### config.mk
export PLATFORM = sky130hd
export DESIGN_NAME = serial_subtractor
export DESIGN_NICKNAME = d
export VERILOG_FILES = /design/src/rtl/serial_subtractor_pkg.sv /design/src/rtl/serial_subtractor_sub_chunk.sv /design/src/rtl/serial_subtractor.sv
export SDC_FILE = /design/constraint.sdc
export NUM_CORES = 1
export LEC_CHECK = 0
export CAP_MARGIN = 40
export CORE_AREA = 2 2 42 83
export DETAILED_ROUTE_END_ITERATION = 12
export DIE_AREA = 0 0 44 85
export HOLD_SLACK_MARGIN = 0.05
export PLACE_DENSITY = 0.85
export REMOVE_ABC_BUFFERS = 1
export SYNTH_ARGS = -nofsm -noshare
export SYNTH_HDL_FRONTEND = slang
export SYNTH_SLANG_ARGS = --single-unit
### constraint.sdc
create_clock -name clk -period 6.3 [get_ports clk]
set_input_delay 1.89 -clock clk [delete_from_list [all_inputs] [get_ports clk]]
set_output_delay 1.89 -clock clk [all_outputs]
set_load 0.01 [all_outputs]
### src/rtl/serial_subtractor_pkg.sv
// Shared definitions for the serial subtractor slice.
//   DEFAULT_BITWIDTH : default operand/result width
//   DEFAULT_CHUNK    : default bits processed per RUN cycle
//   state_t          : control FSM states (IDLE, RUN, DONE)
package serial_subtractor_pkg;

   localparam int unsigned DEFAULT_BITWIDTH = 8;
   localparam int unsigned DEFAULT_CHUNK    = 2;

   typedef enum logic [1:0] {
      IDLE,
      RUN,
      DONE
   } state_t;

endpackage

### src/rtl/serial_subtractor_sub_chunk.sv
// Combinational CHUNK-bit subtract slice: diff = a - b - borrow_in (mod 2^CHUNK),
// borrow_out = (a < b + borrow_in).
//   a, b       : CHUNK-bit operand slices
//   borrow_in  : borrow from the less significant chunk
//   diff       : CHUNK-bit difference slice
//   borrow_out : borrow into the next chunk
module sub_chunk #(
   parameter int unsigned CHUNK = 2
) (
   input  logic [CHUNK-1:0] a,
   input  logic [CHUNK-1:0] b,
   input  logic             borrow_in,
   output logic [CHUNK-1:0] diff,
   output logic             borrow_out
);

   logic [CHUNK:0] wide;

   // One extra bit: the result is negative (top bit set) exactly when a borrow occurs.
   always_comb begin
      wide       = {1'b0, a} - {1'b0, b} - {{CHUNK{1'b0}}, borrow_in};
      diff       = wide[CHUNK-1:0];
      borrow_out = wide[CHUNK];
   end

endmodule

### src/rtl/serial_subtractor.sv
// Multi-cycle subtractor: computes bits_a - bits_b - borrow_in, CHUNK bits per
// cycle LSB first, with valid/ready handshakes on both sides.
//   clk, rst            : clock, synchronous active-high reset
//   bits_a, bits_b      : minuend / subtrahend (captured in IDLE on in_valid)
//   borrow_in           : incoming borrow
//   in_valid / in_ready : input handshake (ready only in IDLE)
//   diff                : result, modulo 2^BITWIDTH
//   borrow_out          : unsigned borrow (bits_a < bits_b + borrow_in)
//   zero                : diff == 0
//   overflow            : signed two's-complement overflow
//   out_valid/out_ready : output handshake (valid only in DONE)
module serial_subtractor
   import serial_subtractor_pkg::*;
#(
   parameter int unsigned BITWIDTH = DEFAULT_BITWIDTH,
   parameter int unsigned CHUNK    = DEFAULT_CHUNK
) (
   input  logic                clk,
   input  logic                rst,
   input  logic [BITWIDTH-1:0] bits_a,
   input  logic [BITWIDTH-1:0] bits_b,
   input  logic                borrow_in,
   input  logic                in_valid,
   output logic                in_ready,
   output logic [BITWIDTH-1:0] diff,
   output logic                borrow_out,
   output logic                zero,
   output logic                overflow,
   output logic                out_valid,
   input  logic                out_ready
);

   localparam int unsigned N     = BITWIDTH / CHUNK;
   localparam int unsigned CNT_W = (N > 1) ? $clog2(N) : 1;
   localparam logic [CNT_W-1:0] LAST_CNT = CNT_W'(N - 1);
   localparam int unsigned MSB   = BITWIDTH - 1;

   if ((BITWIDTH % CHUNK) != 0) begin : g_bad_chunk
      $error("serial_subtractor: BITWIDTH must be a multiple of CHUNK");
   end

   state_t              state, state_nxt;
   logic [BITWIDTH-1:0] a_reg, b_reg, diff_reg;
   logic                borrow_reg;
   logic [CNT_W-1:0]    cnt;

   logic [CHUNK-1:0]    a_chunk, b_chunk, d_chunk;
   logic                borrow_nxt;

   always_comb begin
      a_chunk = a_reg[cnt*CHUNK +: CHUNK];
      b_chunk = b_reg[cnt*CHUNK +: CHUNK];
   end

   sub_chunk #(
      .CHUNK (CHUNK)
   ) u_sub_chunk (
      .a          (a_chunk),
      .b          (b_chunk),
      .borrow_in  (borrow_reg),
      .diff       (d_chunk),
      .borrow_out (borrow_nxt)
   );

   always_ff @(posedge clk) begin
      if (rst) begin
         state <= IDLE;
      end else begin
         state <= state_nxt;
      end
   end

   always_comb begin
      state_nxt = state;
      case (state)
         IDLE:    if (in_valid)           state_nxt = RUN;
         RUN:     if (cnt == LAST_CNT)    state_nxt = DONE;
         DONE:    if (out_ready)          state_nxt = IDLE;
         default:                         state_nxt = IDLE;
      endcase
   end

   // borrow_reg carries the captured borrow_in into chunk 0 and then the
   // running inter-chunk borrow; after the last chunk it is the final borrow.
   always_ff @(posedge clk) begin
      if (rst) begin
         a_reg      <= '0;
         b_reg      <= '0;
         diff_reg   <= '0;
         borrow_reg <= 1'b0;
         cnt        <= '0;
      end else begin
         case (state)
            IDLE: begin
               if (in_valid) begin
                  a_reg      <= bits_a;
                  b_reg      <= bits_b;
                  borrow_reg <= borrow_in;
                  cnt        <= '0;
               end
            end
            RUN: begin
               diff_reg[cnt*CHUNK +: CHUNK] <= d_chunk;
               borrow_reg                   <= borrow_nxt;
               cnt                          <= cnt + 1'b1;
            end
            default: ;
         endcase
      end
   end

   // Flags are only meaningful once the full result exists, so they are held low outside DONE.
   always_comb begin
      in_ready   = (state == IDLE);
      out_valid  = (state == DONE);
      diff       = diff_reg;
      borrow_out = out_valid && borrow_reg;
      zero       = out_valid && (diff_reg == '0);
      overflow   = out_valid && (a_reg[MSB] != b_reg[MSB]) && (diff_reg[MSB] != a_reg[MSB]);
   end

endmodule

==> summary.md, run 1 <==
| Metric | Value |
|---|---|
| Critical path's slowest cell | clkdlybuf4s50_1 |
| Layout cells sized above 1 | 8.94% |
| Total Wirelength | 3200 µm |
| Min cycle time layout | 3780 ps |
| Vias per cell | 5.71 |
| CP Max Fanout | 10 |
| WL per Instance | 15.2 µm |
| First-pass GRT wire length | 5370 µm |
| DIE AREA | 3740 µm² |
| Port-buffer cells | 33 |
| Sequential cell area fraction in the yosys report | 39.9% |
| Crit path cell chain | nor2b_1 -> a21boi_0 -> clkdlybuf4s50_1 |
| Final hold violations | 0 |
| Post-synth cell types | 35 |
| Total number of vias | 1,199 |
| Unrepaired setup endpoints after global routing | no |
| Row count | 29 |
| Max_cap viols | 0 |
| DR DRC count | 0 |
| Startpoint Class | register |
| Clock Path Buffers | 2 |
| Tcrit/Tclk final | 59.9% |
| Slew Limit Headroom | 62.4% |
| Internal Power | 316 µW |
| Worst min-delay path category | register to register |
| CTS tree | built |
| Synth Register Bits | 29 |
| Max Slew Vio Count | 0 |
| Post-CTS Setup Inserts | 0 |
| Dpl hpwl | 2490 µm |
| GRT Residual Overflow | 0 |
| Clock power share | 36.2% |
| Synth Cell Area | 1450 µm² |
| Final Skew | 6.72 ps |
| WP buf/inv | 1 |
| Slew @ Worst Pin | 564 ps |
| DIE HEIGHT | 85 µm |
| Worst Setup Path Type | register to output port |
| TNS Setup | 0 ps |
| Pre-Repair DR Iteration Count | 4 |
| Pleak | 0.000724 µW |
| Gates resized, CTS repair | 0 |
| Antenna diodes | 0 |
| Initial DRC count | 33 |
| YS warnings | 0 |
| Detail Route Antenna Nets | 0 |
| Hold-fix buffers, CTS | 0 |
| Inserted Clock Buffers | 5 |
| CP arrival | 1890 ps |
| Non-filler instance count after layout | 210 |
| Share of total power in combinational logic | 16.0% |
| Endpoints failing setup | 0 |
| Worst vdd ir | 0.176 mV |
| Utilization after layout | 60.1% |
| Synth Instances | 146 |
| Core area | 3120 µm² |
| IO Pins | 34 |
| Worst Path Required | 4410 ps |
| Routability Congestion | 0.748 |
| Num Clock Sinks | 29 |
| Fin nets | 207 |
| Worst path top cell family by delay | buffers and inverters |
| Worst-path clk slew | 60 ps |
| Htree depth | 2 |
| Placed Cells | 203 |
| F_max | 265 MHz |
| Area grow syn2layout | 28.9% |
| Pwr dens | 225 nW/µm² |
| Flop pwr share | 47.8% |
| Switching power | 105 µW |
| Initial core utilization | 46.6% |
| Delay of the slowest critical-path stage | 560 ps |
| Clock latency on the worst-skew pair | 280 ps |
| Switching share of power | 24.9% |
| All-layer global routing usage | 19.6% |
| Syn Area/Cell | 9.96 µm² |
| Worst Setup End Kind | output port |
| Vias in the first global route | 1,221 |
| Die Width | 44 µm |
| Root Driver | clkbuf_8 |
| Largest net degree at the start of global routing | 20 |
| Run status | completed |
| Initial antenna violation count | 0 |
Yosys cell counts (all sizes together):
master / number / area, µm²
nor4: 2 / 12.5
mux2i: 19 / 190
nand4: 1 / 6.26
nand2: 9 / 33.8
a2111oi: 1 / 15.0
nor2: 24 / 90.1
ha: 5 / 62.6
and2b: 1 / 7.51
and3: 1 / 6.26
a21boi: 1 / 7.51
dfxtp: 29 / 581
nor3: 1 / 5.00
fa: 2 / 40.0
nor2b: 3 / 18.8
or4: 2 / 15.0
o21bai: 1 / 7.51
nand3: 1 / 5.00
nand2b: 1 / 6.26
clkbuf: 3 / 11.3
a22oi: 1 / 7.51
nand3b: 4 / 42.5
inv: 7 / 26.3
nor3b: 2 / 20.0
mux4: 4 / 90.1
nand4b: 2 / 17.5
nor4b: 3 / 26.3
and2: 1 / 6.26
and3b: 1 / 10.0
a21oi: 8 / 40.0
buf: 6 / 46.3
final cells by class:
| cell class | count | area [µm²] |
|---|---|---|
| Tap cell | 31 | 38.8 |
| Inverter | 7 | 26.3 |
| Clock buffer | 7 | 86.3 |
| Sequential cell | 29 | 581 |
| Fill cell | 274 | 1250 |
| Multi-Input combinational cell | 101 | 790 |
| Timing Repair Buffer | 35 | 353 |
per-stage QoR:
stage | worst slack (ps) | power (µW) | cell area [µm²] | hold slack (ps)
after floorplan | 3010 | 243 | 1400 | 455
after global placement | 2880 | 268 | 1770 | 454
after detailed placement | 2810 | 273 | 1790 | 458
after CTS | 2510 | 426 | 1870 | 467
after global routing | 2440 | 442 | 1870 | 479
final | 2520 | 421 | 1870 | 464
routing by layer:
metal	vias up	share of wire, %	wire (µm)	GRT usage (%)
li1	572	-	-	-
met1	572	34	1070	18.0
met2	43	58	1860	36.2
met3	12	4.3	137	5.11
met4	0	4.0	129	11.0
met5	-	0	0	0
tightest hold or removal path, delay by kind of cell (launching register included):
family / cells / cell delay, ps
AND/OR/NAND/NOR: 1 / 50
AO/OA/AOI/OAI: 1 / 50
flip-flops: 1 / 320
power groups by stage:
stage                     clock, µW  sequential (µW)  combinational [µW]
after floorplan                   0              203                39.5
after global placement            0              205                63.2
after detailed placement          0              205                67.0
after CTS                       157              201                67.5
after global routing            164              203                74.4
final                           152              201                67.4
cell usage in the layout, fill, tap and decap left out, drive strengths merged, types with 2 or more instances in the layout:
cell type	count
nor2b	3
fa	2
mux4	4
nor4b	3
nor4	2
nor3b	2
buf	2
clkdlybuf4s50	33
nand3b	4
nand4b	2
clkbuf	7
or4	2
nor2	24
a21oi	8
ha	5
mux2i	19
inv	7
dfxtp	29
nand2	9
final timing paths:
kind	from	end	slack [ps]	cells past startpoint
setup / recovery	state[1]$_SDFFE_PP0P_	overflow	2520	3
hold / removal	diff[3]$_SDFFE_PP0P_	diff[3]$_SDFFE_PP0P_	460	2
setup reg to reg	cnt[0]$_SDFFE_PP0P_	diff[3]$_SDFFE_PP0P_	3220	6
hold reg to reg	diff[3]$_SDFFE_PP0P_	diff[3]$_SDFFE_PP0P_	460	2
cell families (layout without fill, tap and decap cells):
family                     count (synthesis)  after routing  synth area share (%)
and+or+nand+nor                           59             59                  22.6
DFF                                       29             29                  39.9
muxes                                     23             23                  19.3
buffers and inverters                     16             49                  5.77
AOI/OAI and AO/OA                         12             12                  5.34
adders and majority gates                  7              7                  7.06
No activity file was read; power rests on OpenSTA's default activity.
==> run 2: changes to the inputs <==
==> constraint.sdc (replaced) <==
create_clock -name clk -period 3.5 [get_ports clk]
set_input_delay 1.05 -clock clk [delete_from_list [all_inputs] [get_ports clk]]
set_output_delay 1.05 -clock clk [all_outputs]
set_load 0.01 [all_outputs]
==> run 2 against run 1 <==
Clock-buffer cell count did not move. Sequential power is 79% higher. Register-to-register slack got worse by 2400 ps. Global-route usage down 0.75 points. Final cell count increased by 0.95%. Critical path depth did not move. Setup slack worse by 2000 ps. Cell area is 0.80% higher. Sequential share of layout area is 0.25 points lower. Critical path type unchanged. Largest cell class unchanged.
==> summary.md, run 2 (synthesized netlist as in run 1, its figures left out) <==
| Metric | Value |
|---|---|
| Run status | completed (unchanged) |
| Total Wirelength | 3050 µm (was 3200 µm) |
| Detail Route Antenna Nets | 0 (unchanged) |
| Clock Path Buffers | 2 (unchanged) |
| Initial antenna violation count | 0 (unchanged) |
| Reg2Reg Launch Point | cnt[1]$_SDFFE_PP0P_ (was cnt[0]$_SDFFE_PP0P_) |
| Layout cells sized above 1 | 10.5% (was 8.94%) |
| Final hold violations | 0 (unchanged) |
| Vias in the first global route | 1,201 (was 1,221) |
| Fillers | 268 (was 274) |
| CP Max Fanout | 10 (unchanged) |
| WP buf/inv | 1 (unchanged) |
| Crit path cell chain | nor2b_1 -> a21boi_0 -> clkdlybuf4s50_1 (unchanged) |
| Multi-input logic area | 790 µm² (unchanged) |
| Worst-path clk slew | 60 ps (about the same) |
| Initial core utilization | 46.6% (unchanged) |
| Area grow syn2layout | 29.9% (was 28.9%) |
| Worst path top cell family by delay | buffers and inverters (unchanged) |
| Critical path's slowest cell | clkdlybuf4s50_1 (unchanged) |
| Crit path from | state[1]$_SDFFE_PP0P_ (unchanged) |
| Initial DRC count | 23 (was 33) |
| Pwr dens | 415 nW/µm² (was 225 nW/µm²) |
| Row count | 29 (unchanged) |
| Num Clock Sinks | 29 (unchanged) |
| Unrepaired setup endpoints after global routing | no (unchanged) |
| Htree depth | 2 (unchanged) |
| Hold-fix buffers, CTS | 0 (unchanged) |
| Root Driver | clkbuf_8 (unchanged) |
| Fin nets | 208 (was 207) |
| CP arrival | 1890 ps (about the same) |
| Startpoint Class | register (unchanged) |
| Endpoints failing setup | 0 (unchanged) |
| Dpl hpwl | 2310 µm (was 2490 µm) |
| Routability Congestion | 0.824 (was 0.748) |
| Largest net degree at the start of global routing | 30 (was 20) |
| Vias per cell | 5.37 (was 5.71) |
| F_max | 340 MHz |
| WL per Instance | 14.4 µm (was 15.2 µm) |
| DR DRC count | 0 (unchanged) |
| Die Width | 44 µm (unchanged) |
| Max_cap viols | 0 (unchanged) |
| Pleak | 0.000736 µW (was 0.000724 µW) |
| Antenna diodes | 0 (unchanged) |
| Post-CTS Setup Inserts | 0 (unchanged) |
| Worst min-delay path category | register to register (unchanged) |
| PnR Total Power | 784 µW (was 421 µW) |
| Hold Crit Start | diff[3]$_SDFFE_PP0P_ (unchanged) |
| Total number of vias | 1,139 (was 1,199) |
| Worst reg2reg setup slack | 820 ps (was 3220 ps) |
| Slew Limit Headroom | 74.3% (was 62.4%) |
| Port-buffer cells | 33 (unchanged) |
| Most common cell after layout, fill and taps aside | clkdlybuf4s50_1 (unchanged) |
| Delay of the slowest critical-path stage | 560 ps (about the same) |
| Register area | 581 µm² (unchanged) |
| Final Skew | 3.58 ps (was 6.72 ps) |
| Tcrit/Tclk final | 84.1% |
| GRT Residual Overflow | 0 (unchanged) |
| Worst Path Required | 2450 ps (was 4410 ps) |
| Min cycle time layout | 2940 ps |
| Inserted Clock Buffers | 5 (unchanged) |
| Worst Setup End Kind | output port (unchanged) |
| Worst vdd ir | 0.427 mV (was 0.176 mV) |
| Worst Setup Path Type | register to output port (unchanged) |
| CTS tree | built (unchanged) |
| IO Pins | 34 (unchanged) |
| Core area | 3120 µm² (unchanged) |
| Max Slew Vio Count | 0 (unchanged) |
| All-layer global routing usage | 18.9% (was 19.6%) |
| Slew @ Worst Pin | 380 ps (was 564 ps) |
| Clock latency on the worst-skew pair | 280 ps (about the same) |
| Pre-Repair DR Iteration Count | 4 (unchanged) |
| DIE HEIGHT | 85 µm (unchanged) |
| Commonest cells after routing, fill and taps aside | 33 x clkdlybuf4s50_1, 29 x dfxtp_1, 24 x nor2_1, 19 x mux2i_1, 9 x nand2_1 (unchanged) |
| TNS Setup | 0 ps (unchanged) |
| DIE AREA | 3740 µm² (unchanged) |
| First-pass GRT wire length | 5240 µm (was 5370 µm) |
| Gates resized, CTS repair | 0 (unchanged) |
-- run 2: changes by cell type in the layout (fill, tap and decap cells not counted) --
cell      previous run  this run
buf_4                1         3
buf_8                1         0
clkbuf_1             1         0
clkbuf_8             6         7
clkinv_2             0         1
-- run 2: stage by stage --
step	util, %	worst slack [ps]	instances	hold WS (ps)	instance area [µm²]
floorplan	-	674	137	455	1400
global placement	57.3	884	204	455	1790
detailed placement	57.3	825	204	461	1790
CTS	60.5	526	212	470	1890
global route	60.5	390	212	485	1890
finish	60.5	555	212	469	1890
-- run 2: worst paths after layout --
path | endpoint | depth (start not counted)
min | diff[3]$_SDFFE_PP0P_ | 2
min reg2reg | diff[3]$_SDFFE_PP0P_ | 2
max reg2reg | diff[3]$_SDFFE_PP0P_ | 6
max | overflow | 3
-- run 2: tightest hold or removal path, delay by kind of cell (launching register included) --
family	cells	cell delay, ps
compound gates	1	50
flops	1	320
simple gates	1	60
-- run 2: layer usage --
metal	routed length (µm)	share of wire [%]	vias to the layer above	GRT usage, %
met4	59	1.9	0	9.09
met3	126	4.1	6	4.04
met5	0	0	-	0
met2	1790	59	37	34.9
li1	-	-	572	-
met1	1070	35	524	18.6
-- run 2: layout make-up --
class / count / area share [%]
tap: 31 / 2.05
inverter: 7 / 1.39
clock buffer: 7 / 5.10
timing repair buffer: 36 / 18.7
clock inverter: 1 / 0.265
multi-input combinational: 101 / 41.8
sequential: 29 / 30.7
-- run 2: report_power, final --
group / leakage [µW] / switching [µW] / internal (µW)
clock network: 0.0000542 / 125 / 177
registers: 0.000237 / 12.9 / 346
logic: 0.000445 / 56.2 / 66.9
==> run 3: changes to the inputs <==
--- a/config.mk
+++ b/config.mk
@@ -6,11 +6,11 @@
 export NUM_CORES = 1
 export LEC_CHECK = 0
 export CAP_MARGIN = 40
-export CORE_AREA = 2 2 42 83
+export CORE_AREA = 2 2 44 87
 export DETAILED_ROUTE_END_ITERATION = 12
-export DIE_AREA = 0 0 44 85
+export DIE_AREA = 0 0 46 89
 export HOLD_SLACK_MARGIN = 0.05
-export PLACE_DENSITY = 0.85
+export PLACE_DENSITY = 0.82
 export REMOVE_ABC_BUFFERS = 1
 export SYNTH_ARGS = -nofsm -noshare
 export SYNTH_HDL_FRONTEND = slang
==> constraint.sdc (replaced) <==
create_clock -name clk -period 2.7 [get_ports clk]
set_input_delay 0.81 -clock clk [delete_from_list [all_inputs] [get_ports clk]]
set_output_delay 0.81 -clock clk [all_outputs]
set_load 0.01 [all_outputs]
==> run 3 against run 2 <==
Sequential power grew 30%. First-iteration DRC count shrank 26%. Register-to-register slack lost 710 ps. Wire length grew 8.8%. Utilization shrank 3.3 points. Setup slack lost 440 ps. Clock-buffer cell count grew 1. Clock power grew 11%. Critical endpoint is now diff[3]$_SDFFE_PP0P_. Critical path type is now register to register. Die area grew 9.5%. Via count grew 4.6%. Combinational power grew 45%. Final cell count grew 3.3%.
==> summary.md, run 3 (synthesized netlist as in run 1, its figures left out) <==
| Metric | Value |
|---|---|
| Initial core utilization | 43.0% (was 46.6%) |
| Port-buffer cells | 33 (unchanged) |
| Max_cap viols | 0 (unchanged) |
| Worst Setup Path Type | register to register (was register to output port) |
| Pwr dens | 506 nW/µm² (was 415 nW/µm²) |
| Endpoints failing setup | 0 (unchanged) |
| Pleak | 0.000755 µW (was 0.000736 µW) |
| DIE HEIGHT | 89 µm (was 85 µm) |
| Dpl hpwl | 2630 µm (was 2310 µm) |
| Worst Setup End Kind | register (was output port) |
| Clock Path Buffers | 2 (unchanged) |
| Gates resized, CTS repair | 0 (unchanged) |
| WL per Instance | 15.1 µm (was 14.4 µm) |
| All-layer global routing usage | 18.7% (was 18.9%) |
| Worst vdd ir | 0.307 mV (was 0.427 mV) |
| CP arrival | 2800 ps (was 1890 ps) |
| Final Instance Area | 1930 µm² (was 1890 µm²) |
| Hold-fix buffers, CTS | 0 (unchanged) |
| Final worst-path setup slack | 112 ps (was 555 ps) |
| Cell area after placement | 1830 µm² (was 1790 µm²) |
| Row count | 30 (was 29) |
| Largest net degree at the start of global routing | 20 (was 30) |
| Most common cell after layout, fill and taps aside | clkdlybuf4s50_1 (unchanged) |
| Worst min-delay path category | register to register (unchanged) |
| Area grow syn2layout | 33.0% (was 29.9%) |
| Fin nets | 214 (was 208) |
| Root Driver | clkbuf_8 (unchanged) |
| Commonest cells after routing, fill and taps aside | 33 x clkdlybuf4s50_1, 28 x dfxtp_1, 24 x nor2_1, 19 x mux2i_1, 9 x nand2_1 (was 33 x clkdlybuf4s50_1, 29 x dfxtp_1, 24 x nor2_1, 19 x mux2i_1, 9 x nand2_1) |
| Register area | 582 µm² (was 581 µm²) |
| Tcrit/Tclk final | 95.9% |
| Dpl ws | 65.0 ps (was 825 ps) |
| CTS tree | built (unchanged) |
| Post-CTS Setup Inserts | 0 (unchanged) |
| Clock latency on the worst-skew pair | 280 ps (about the same) |
| Htree depth | 2 (unchanged) |
| F_max | 386 MHz |
| Run status | completed (unchanged) |
| Antenna diodes | 0 (unchanged) |
| Inserted Clock Buffers | 5 (unchanged) |
| Slew @ Worst Pin | 741 ps (was 380 ps) |
| Vias in the first global route | 1,211 (was 1,201) |
| DIE AREA | 4090 µm² (was 3740 µm²) |
| Final hold violations | 0 (unchanged) |
| Routability Congestion | 0.923 (was 0.824) |
| Max Slew Vio Count | 0 (unchanged) |
| Total Wirelength | 3310 µm (was 3050 µm) |
| Pre-Repair DR Iteration Count | 4 (unchanged) |
| Total number of vias | 1,191 (was 1,139) |
| Worst Path Required | 2910 ps (was 2450 ps) |
| Multi-input logic area | 800 µm² (was 790 µm²) |
| DR DRC count | 0 (unchanged) |
| Min cycle time layout | 2590 ps |
| Layout cells sized above 1 | 13.9% (was 10.5%) |
| Core area | 3380 µm² (was 3120 µm²) |
| Utilization after layout | 57.2% (was 60.5%) |
| Initial antenna violation count | 0 (unchanged) |
| Final Skew | 9.90 ps (was 3.58 ps) |
| Slew Limit Headroom | 50.5% (was 74.3%) |
| Startpoint Class | register (unchanged) |
| Num Clock Sinks | 29 (unchanged) |
| Initial DRC count | 17 (was 23) |
| IO Pins | 34 (unchanged) |
| Vias per cell | 5.44 (was 5.37) |
| Worst-path clk slew | 60 ps (about the same) |
| Unrepaired setup endpoints after global routing | no (unchanged) |
| Fillers | 298 (was 268) |
| First-pass GRT wire length | 5410 µm (was 5240 µm) |
| CP Max Fanout | 12 (was 10) |
| GRT Residual Overflow | 0 (unchanged) |
| TNS Setup | 0 ps (unchanged) |
| Detail Route Antenna Nets | 0 (unchanged) |
| Die Width | 46 µm (was 44 µm) |
[run 3: per-stage QoR]
step           std cells  power [µW]  hold slack [ps]
2_1_floorplan        137         566              455
6_report             219         978              470
3_3_place_gp         211         641              455
3_5_place_dp         211         650              465
4_1_cts              219         987              473
5_1_grt              219        1030              501
[run 3: where the power goes]
group | switching, µW | internal, µW | total (µW)
logic | 79.7 | 98.3 | 178
registers | 16.5 | 449 | 466
clock network | 152 | 182 | 335
[run 3: layout make-up]
class | count | share of cell area [%]
multi-input cells | 101 | 41.4
flip-flops and latches | 29 | 30.1
repair buffers | 42 | 21.0
clock buffers | 8 | 4.14
well taps | 32 | 2.07
inverters | 7 | 1.36
[run 3: path summary, 6_finish.rpt]
path	startpoint	endpoint	slack (ps)	depth (start not counted)
worst max-delay path	cnt[0]$_SDFFE_PP0P_	diff[3]$_SDFFE_PP0P_	110	8
worst min register to register	diff[4]$_SDFFE_PP0P_	diff[4]$_SDFFE_PP0P_	470	2
worst min-delay path	diff[4]$_SDFFE_PP0P_	diff[4]$_SDFFE_PP0P_	470	2
worst max register to register	cnt[0]$_SDFFE_PP0P_	diff[3]$_SDFFE_PP0P_	110	8
[run 3: layer usage]
layer	up-vias	GRT usage [%]	share of wire [%]
met2	39	33.8	58
met3	13	4.85	4.2
met5	-	0	0
met4	0	11.7	3.3
met1	552	17.4	35
li1	587	-	-
[run 3: worst max-delay path, stage by stage, from the launching register on]
cell	delay (ps)
dfxtp_2	360
buf_8	150
mux4_2	510
inv_1	100
fa_2	200
fa_1	420
nand2b_1	170
or4_4	490
a21oi_2	130
